==> config.mk <==
export PLATFORM = sky130hd
export DESIGN_NAME = load_store_unit
export DESIGN_NICKNAME = d
export VERILOG_FILES = /design/src/rtl/lsu_pkg.sv /design/src/rtl/lsu_align.sv /design/src/rtl/load_store_unit.sv
export SDC_FILE = /design/constraint.sdc
export NUM_CORES = 1
export LEC_CHECK = 0
export BUFFER_PORTS_ARGS = -buffer_cell sky130_fd_sc_hd__buf_2
export CORE_ASPECT_RATIO = 1.1
export CORE_MARGIN = 2
export CORE_UTILIZATION = 53
export CTS_CLUSTER_SIZE = 16
export DETAILED_ROUTE_END_ITERATION = 10
export GPL_ROUTABILITY_DRIVEN = 0
export HOLD_SLACK_MARGIN = 0.15
export PLACE_DENSITY = 0.95
export SLEW_MARGIN = 25
export SYNTH_ARGS = -nofsm -noshare
export SYNTH_HDL_FRONTEND = slang
export SYNTH_SLANG_ARGS = --single-unit
==> constraint.sdc <==
create_clock -name clk -period 10.1 [get_ports clk]
set_clock_uncertainty 0.15 [all_clocks]
set_input_delay 1.01 -clock clk [delete_from_list [all_inputs] [get_ports clk]]
set_output_delay 1.01 -clock clk [all_outputs]
set_load 0.01 [all_outputs]
==> src/rtl/lsu_pkg.sv <==
// Shared types and helpers for the load/store unit: FSM states, RV32I
// width codes, byte-enable generation and access legality.
package lsu_pkg;

  typedef enum logic [1:0] {
    IDLE,
    ACCESS,
    DONE
  } lsu_state_t;

  localparam logic [2:0] F3_B  = 3'b000;
  localparam logic [2:0] F3_H  = 3'b001;
  localparam logic [2:0] F3_W  = 3'b010;
  localparam logic [2:0] F3_BU = 3'b100;
  localparam logic [2:0] F3_HU = 3'b101;

  // Width lives in funct3[1:0]; the sign bit does not affect the lanes touched.
  function automatic logic [3:0] be_for(input logic [2:0] funct3, input logic [1:0] addr_lo);
    case (funct3[1:0])
      2'b00:   be_for = 4'b0001 << addr_lo;
      2'b01:   be_for = 4'b0011 << addr_lo;
      default: be_for = 4'b1111;
    endcase
  endfunction

  function automatic logic access_legal(input logic is_load, input logic [2:0] funct3,
                                        input logic [1:0] addr_lo);
    case (funct3)
      F3_B:    access_legal = 1'b1;
      F3_H:    access_legal = ~addr_lo[0];
      F3_W:    access_legal = (addr_lo == 2'b00);
      F3_BU:   access_legal = is_load;
      F3_HU:   access_legal = is_load & ~addr_lo[0];
      default: access_legal = 1'b0;
    endcase
  endfunction

endpackage

==> src/rtl/lsu_align.sv <==
// Lane steering between a 32-bit register value and a word-wide memory bus:
// store replication with byte enables, and load lane select with extension.
module lsu_align
  import lsu_pkg::*;
(
  input  logic [2:0]  funct3,
  input  logic [1:0]  addr_lo,
  input  logic [31:0] store_data,
  input  logic [31:0] rdata,
  output logic [31:0] wdata,
  output logic [3:0]  be,
  output logic [31:0] load_data
);

  logic [7:0]  byte_lane;
  logic [15:0] half_lane;

  // NOTE: every output of a combinational block gets a value on every path
  // (defaults first, full case with default); a missed path infers a latch.
  always_comb begin
    wdata     = store_data;
    load_data = rdata;
    be        = be_for(funct3, addr_lo);
    byte_lane = rdata[{addr_lo, 3'b000} +: 8];
    half_lane = rdata[{addr_lo[1], 4'b0000} +: 16];

    case (funct3[1:0])
      2'b00: begin
        wdata     = {4{store_data[7:0]}};
        load_data = {{24{byte_lane[7] & ~funct3[2]}}, byte_lane};
      end
      2'b01: begin
        wdata     = {2{store_data[15:0]}};
        load_data = {{16{half_lane[15] & ~funct3[2]}}, half_lane};
      end
      default: ;
    endcase
  end

endmodule

==> src/rtl/load_store_unit.sv <==
// RV32I execute-to-memory stage: captures one load/store, runs a req/ready
// access on a word-addressed port and returns extended load data.
module load_store_unit
  import lsu_pkg::*;
#(
  parameter int DATA_WIDTH = 32  // only 32 is supported
) (
  input  logic                  clk,
  input  logic                  rst,
  input  logic                  valid_in,
  input  logic [DATA_WIDTH-1:0] ALUout,
  input  logic [DATA_WIDTH-1:0] WriteData,
  input  logic                  MemRead,
  input  logic                  MemWrite,
  input  logic [2:0]            funct3,
  input  logic [4:0]            RdIn,
  output logic                  stall,
  output logic [DATA_WIDTH-1:0] ReadData,
  output logic [4:0]            RdOut,
  output logic                  done,
  output logic                  lsu_err,
  output logic                  mem_req,
  output logic                  mem_we,
  output logic [DATA_WIDTH-1:0] mem_addr,
  output logic [DATA_WIDTH-1:0] mem_wdata,
  output logic [3:0]            mem_be,
  input  logic                  mem_ready,
  input  logic [DATA_WIDTH-1:0] mem_rdata
);

  lsu_state_t state, state_next;

  logic [31:0] addr_q;
  logic [31:0] wdata_q;
  logic [2:0]  f3_q;
  logic [4:0]  rd_q;
  logic        we_q;

  logic        take;
  logic        legal;
  logic        accept;
  logic [3:0]  be_w;
  logic [31:0] load_w;

  // Both-direction requests are still taken so they can be reported as errors.
  assign take   = valid_in & (MemRead | MemWrite);
  assign legal  = (MemRead ^ MemWrite) & access_legal(MemRead, funct3, ALUout[1:0]);
  assign accept = take & legal;

  lsu_align u_align (
    .funct3     (f3_q),
    .addr_lo    (addr_q[1:0]),
    .store_data (wdata_q),
    .rdata      (mem_rdata),
    .wdata      (mem_wdata),
    .be         (be_w),
    .load_data  (load_w)
  );

  assign mem_addr = {addr_q[31:2], 2'b00};
  assign mem_we   = we_q;
  assign mem_be   = mem_req ? be_w : 4'b0000;

  // NOTE: clocked state uses non-blocking assignments so every register
  // samples pre-edge values, independent of block ordering.
  always_ff @(posedge clk or posedge rst) begin
    if (rst) state <= IDLE;
    else     state <= state_next;
  end

  always_comb begin
    state_next = state;
    stall      = 1'b0;
    mem_req    = 1'b0;
    done       = 1'b0;
    case (state)
      IDLE: begin
        if (accept) begin
          state_next = ACCESS;
          stall      = 1'b1;
        end
      end
      ACCESS: begin
        stall   = 1'b1;
        mem_req = 1'b1;
        if (mem_ready) state_next = DONE;
      end
      DONE: begin
        stall      = 1'b1;
        done       = 1'b1;
        state_next = IDLE;
      end
      default: state_next = IDLE;
    endcase
  end

  always_ff @(posedge clk or posedge rst) begin
    if (rst) begin
      addr_q  <= '0;
      wdata_q <= '0;
      f3_q    <= '0;
      rd_q    <= '0;
      we_q    <= 1'b0;
      lsu_err <= 1'b0;
    end else begin
      lsu_err <= (state == IDLE) & take & ~legal;
      if ((state == IDLE) && take) begin
        addr_q  <= ALUout;
        wdata_q <= WriteData;
        f3_q    <= funct3;
        rd_q    <= RdIn;
        we_q    <= MemWrite;
      end
    end
  end

  // Completion data is held until the next access finishes.
  always_ff @(posedge clk or posedge rst) begin
    if (rst) begin
      ReadData <= '0;
      RdOut    <= '0;
    end else if ((state == ACCESS) && mem_ready) begin
      ReadData <= we_q ? 32'h0 : load_w;
      RdOut    <= we_q ? 5'd0 : rd_q;
    end
  end

endmodule
Word level (Yosys, flattened, before mapping)

Index checks and enable logic that the tools add are counted.

Eq/ne operators: 9
Shift operators: 4
Mux-type cells: 14
Bitwise operators: 13
Reduce and logical (&&, ||, !) cells: 8

Operators with widths:

| cell                                                               | number |
|---|---|
| 32-bit one-hot mux with 2 select lines                             | 2 |
| 32-bit 2-to-1 mux                                                  | 1 |
| 32-bit by 6-bit indexed part select with 16-bit output             | 1 |
| 32-bit by 6-bit indexed part select with 8-bit output              | 1 |
| 1-bit bitwise AND                                                  | 8 |
| 4-bit one-hot mux with 2 select lines                              | 1 |
| 3-bit == test (second input constant)                              | 2 |
| 2-bit logical NOT                                                  | 3 |
| 5-bit 2-to-1 mux                                                   | 1 |
| 1-bit one-hot mux with 5 select lines                              | 1 |
| 2-bit by 1-bit == test with 1-bit output (second input constant)   | 2 |
| 2-bit 2-to-1 mux                                                   | 2 |
| 4-bit 2-to-1 mux                                                   | 1 |
| 2-bit != test (second input constant)                              | 2 |
| 2-bit one-hot mux with 2 select lines                              | 1 |
| 1-bit by 2-bit left shift with 4-bit output (first input constant) | 1 |
| 2-bit by 2-bit left shift with 4-bit output (first input constant) | 1 |
| 3-bit by 1-bit == test with 1-bit output (second input constant)   | 1 |
| 3-bit by 2-bit == test with 1-bit output (second input constant)   | 1 |
| 3-bit logical NOT                                                  | 1 |
| 1-bit 2-to-1 mux                                                   | 3 |
| 1-bit NOT                                                          | 3 |
| 2-bit == test (second input constant)                              | 1 |
| 1-bit logical AND                                                  | 2 |
| 5 further kinds                                                    | 5 |

Flip-flop bits (word level): 113
Bits of input ports: 110
Output and inout port bits: 110
Word-level logic and storage cells: 57

Logic depth before layout (Yosys ltp)

Depth in word-level cells: 7
Gate-level depth with buffers: 8

By module

From an unflattened synthesis, not the netlist that was laid out.

Cells, all modules: 575
Area, all modules: 6,183.4 µm²

Modules (own cells, without submodules):

| module          | instances | cells an instance | area each (µm²) |
|---|---|---|---|
| load_store_unit | 1         | 391               | 4,983.5 |
| lsu_align       | 1         | 184               | 1,199.9 |

Worst setup path after synthesis

No wires, ideal clock.

Kind: input to output
Start: input funct3[0]
End: output stall
Data arrival time: 1.996 ns
Required time: 8.940 ns
Setup slack: 6.944 ns
Cell stages on the path: 4
Path buffers: 0
Cell sequence: or4_1 -> o31ai_1 -> a41oi_1 -> nor2_1

Cells in the longest elaborated chain, start to end: 6

RTL lines:

| element                                     | line                  | RTL |
|---|---|---|
| start: declaration                          | load_store_unit.sv:15 | `input logic [2:0] funct3,` |
| 3-bit == test, or another cell as far along | lsu_pkg.sv:28         | `case (funct3)` |
| 1-bit one-hot mux with 5 select lines (*)   | lsu_pkg.sv:28         |  |
| 1-bit bitwise AND (*)                       | load_store_unit.sv:47 | `assign legal = (MemRead ^ MemWrite) & access_legal(MemRead, funct3, ALUout[1:0]);` |
| 1-bit bitwise AND (*)                       | load_store_unit.sv:48 | `assign accept = take & legal;` |
| 1-bit 2-to-1 mux (*)                        | load_store_unit.sv:78 | `if (accept) begin` |
| 1-bit one-hot mux with 2 select lines (*)   | load_store_unit.sv:76 | `case (state)` |
| end: declaration                            | load_store_unit.sv:17 | `output logic stall,` |

Every way passes the cells marked *; elsewhere a longest branch is shown, timed or not.

Worst setup path in the final report

Start: register addr_q[1]
End: output mem_be[2]

Cells in the longest elaborated chain, start to end: 3

RTL lines:

| element                                                                                                    | line                         | RTL |
|---|---|---|
| start: declaration                                                                                         | load_store_unit.sv:33        | `logic [31:0] addr_q;` |
| start signal: assignment                                                                                   | load_store_unit.sv:108       | `addr_q <= ALUout;` |
| 2-bit by 2-bit left shift with 4-bit output or 1-bit by 2-bit left shift with 4-bit output (tied branches) | lsu_pkg.sv:21, lsu_pkg.sv:20 |  |
| 4-bit one-hot mux with 2 select lines (*)                                                                  | lsu_pkg.sv:19                | `case (funct3[1:0])` |
| 4-bit 2-to-1 mux (*)                                                                                       | load_store_unit.sv:62        | `assign mem_be = mem_req ? be_w : 4'b0000;` |
| end: declaration                                                                                           | load_store_unit.sv:26        | `output logic [3:0] mem_be,` |

Marked as above.

==> flow_summary.toml <==
[yosys]
ys_warn_count = 0
async_flop_share_pct = 100
synth_area_per_cell_um2 = 12.3
synth_fa_ha_area_share_pct = 1.14
yosysMostFrequentCell = "dfrtp_1"
synth_area_leaders = "dfrtp_1, mux2_2, buf_4, o21ai_0, a221o_1"
synth_mux_area_share_pct = 22.0
synthSimpleGateAreaFrac_pct = 4.63
synth_compound_area_share_pct = 12.1
synth-xor-area-share_pct = 0
synth_cells = 445
synth_top_family_by_area = "multiplexers"
synth_ff_type = "dfrtp_1"
ys_seq_elements = 113
synth_cell_types = 40
ys_seq_area_share_pct = 51.5
yosys-top-cells-count = "dfrtp_1, mux2_2, buf_4, o21ai_0, nand2_1"
synth-edff-count = 0
yosys.area.top_type = "dfrtp_1"
yosys.area.top_type_share_pct = 51.5
syn_area_um2 = 5490

[routing]
num_vias = 4331
drt-pass1-iter-count = 8
ant_nets = 0
drt_iter0_markers = 276
drt_wl_total_um = 14400
wl_per_cell_um = 19.2
drcViolationCount = 0
viasPerCell = 5.77

[power_and_ir_drop]
peakVddDrop_mv = 0.211
p_leak_nw = 3.43
power_density_nw_per_um2 = 351

[clocking]
h-tree-depth = 4
cts_setup_buffers = 0
cts_tree = "yes"
cts_root_buffer = "clkbuf_8"
cts.sink_count = 113
cts_hold_buf = 0
numCtsBuffers = 17
clk_latency_ps = 510
clkTransAtPathRegs_ps = 60
post_cts_resized = 0
clockBufferDepth = 2

[floorplan]
die_y_um = 111
start_util_pct = 55.0
dieArea_um2 = 11200
core_area_um2 = 9980
rows = 38
fp.dieW_um = 101
ios = 220

[worst_setup_path]
cp_slowest_cell = "dfrtp_1"
required_ps = 8940
path_cells = "clkinv_1 -> nand3_1 -> o21ai_0 -> o21a_1 -> buf_2"
crit_fanout = 16
cp.arrival_ps = 2370
crit_buf_inv = 2
regToRegSetupSlack_ps = 7290
critical_path_depth = 5
startpoint = "addr_q[1]$_DFFE_PP0P_"
cp-start-kind = "flop"
path_delay_family = "flip-flops"
r2r-end = "ReadData[18]$_DFFE_PP0P_"
endpoint_kind = "primary output"
critPathKind = "reg2out"
critPathCapture = "mem_be[2]"
r2r_cells = 7
critPathMaxStageDelay_ps = 770
r2r-start = "state[1]$_DFFE_PP0P_"

[layout]
final_core_util_pct = 69.7
antenna_cells = 0
drive_above_1_share_pct = 57.3
final_nets = 732
syn_to_final_growth_pct = 26.7
fillers = 720

[global_route]
top_usage_layer = "met2"
use_met2_pct = 43.7
grt_util_met1_pct = 29.6
grtUsageTotal_pct = 25.9
grt_pass1_wl_um = 22600
antenna_found_initial = 0
grt_max_degree = 76
grt_overflow = 0
grt_pass1_vias = 4620
grt_use_met3_pct = 6.12

[timing]
fmax_mhz = 283
final-hold-violation-count = 0
rsz0062_at_grt = "false"
final_max_slew_viol_count = 0
setup_viol = 0
tightestPinTransition_ps = 959
fin_crit_sh_pct = 35.0
slew_headroom_pct = 36.0
post-route-min-period_ps = 3530
fin_setup_tns_ps = 0

[run]
max-cap-violations = 0

[min_path]
worstHoldPathType = "reg2reg"

[placed_design]
portBuffers = 217
dpl.hpwl_um = 10100

[run_status]
outcome = "finished, final reports clean"
==> worst min-delay path by stage <==
| stage | end | depth (start not counted) | slack (ps) | start |
|---|---|---|---|---|
| final | ReadData[6]$_DFFE_PP0P_ | 2 | 330 | ReadData[6]$_DFFE_PP0P_ |
| after global routing | ReadData[6]$_DFFE_PP0P_ | 2 | 350 | ReadData[6]$_DFFE_PP0P_ |
| after CTS | ReadData[6]$_DFFE_PP0P_ | 2 | 330 | ReadData[6]$_DFFE_PP0P_ |
| after detailed placement | ReadData[8]$_DFFE_PP0P_ | 2 | 320 | ReadData[8]$_DFFE_PP0P_ |
| after global placement | ReadData[8]$_DFFE_PP0P_ | 2 | 310 | ReadData[8]$_DFFE_PP0P_ |
| after floorplan | RdOut[0]$_DFFE_PP0P_ | 1 | 310 | rd_q[0]$_DFFE_PP0P_ |
==> layout make-up <==
class	count	area [µm²]	area share, %
sequential	113	2830	40.6
multi-input combinational	255	2200	31.7
timing repair buffer	221	1120	16.0
clock buffer	17	414	5.95
clock inverter	15	209	3.00
tap	120	150	2.16
inverter	9	36.3	0.522
==> worst register-to-register path: cells and delay by family, from the launching register on <==
family / cells / cell delay, ps
AO/OA/AOI/OAI: 1 / 230
adder cells (fa/ha/maj): 1 / 290
buffers and inverters: 2 / 370
flip-flops: 1 / 420
AND/OR/NAND/NOR: 3 / 1290
==> power by group <==
part / leakage (nW) / internal (mW) / switching, mW / total, mW
Sequential: 1.38 / 0.660 / 0.152 / 0.811
Clock: 0.295 / 0.403 / 0.219 / 0.622
Combinational: 1.76 / 0.488 / 0.520 / 1.01
Total: 3.43 / 1.55 / 0.891 / 2.44
==> flip-flops by register name (all words and copies together), names as in the netlist <==
name / cells
wdata_q: 32
RdOut: 5
lsu_err: 1
f3_q: 3
rd_q: 5
ReadData: 32
state: 2
mem_we: 1
addr_q: 32
==> cells by family after synthesis <==
kind of cell | after synthesis
AO/OA/AOI/OAI | 92
adder cells (fa/ha/maj) | 5
multiplexers | 106
buffers and inverters | 78
AND/OR/NAND/NOR | 50
flip-flops | 113
other | 1
==> per-layer routing <==
| metal | wire length [µm] | vias to the layer above |
|---|---|---|
| li1 | - | 1929 |
| met1 | 5190 | 2073 |
| met2 | 7440 | 279 |
| met3 | 1150 | 50 |
| met4 | 622 | 0 |
| met5 | 0 | - |
==> cell usage in the layout (no fill, tap or decap), drive strengths merged, types with 6 or more instances in the layout <==
cell and n:
mux2 96, a221o 16, clkinv 6, o21ai 37, clkbuf 17, a22o 12
buf 221, nand2 28, inv 11, a211oi 8, a222oi 7, dfrtp 113
mux2i 9
==> through the flow <==
| step | instance area, µm² | hold WS (ps) | total power, mW | cells | setup slack [ps] |
|---|---|---|---|---|---|
| finish | 6960 | 333 | 2.44 | 750 | 6570 |
| global route | 6960 | 355 | 2.58 | 750 | 6460 |
| CTS | 6950 | 333 | 2.45 | 750 | 6620 |
| detailed placement | 6330 | 319 | 1.81 | 718 | 6700 |
| global placement | 6330 | 312 | 1.76 | 718 | 6740 |
| floorplan | 5490 | 311 | 1.53 | 446 | 5950 |
No activity file was read; power rests on OpenSTA's default activity.
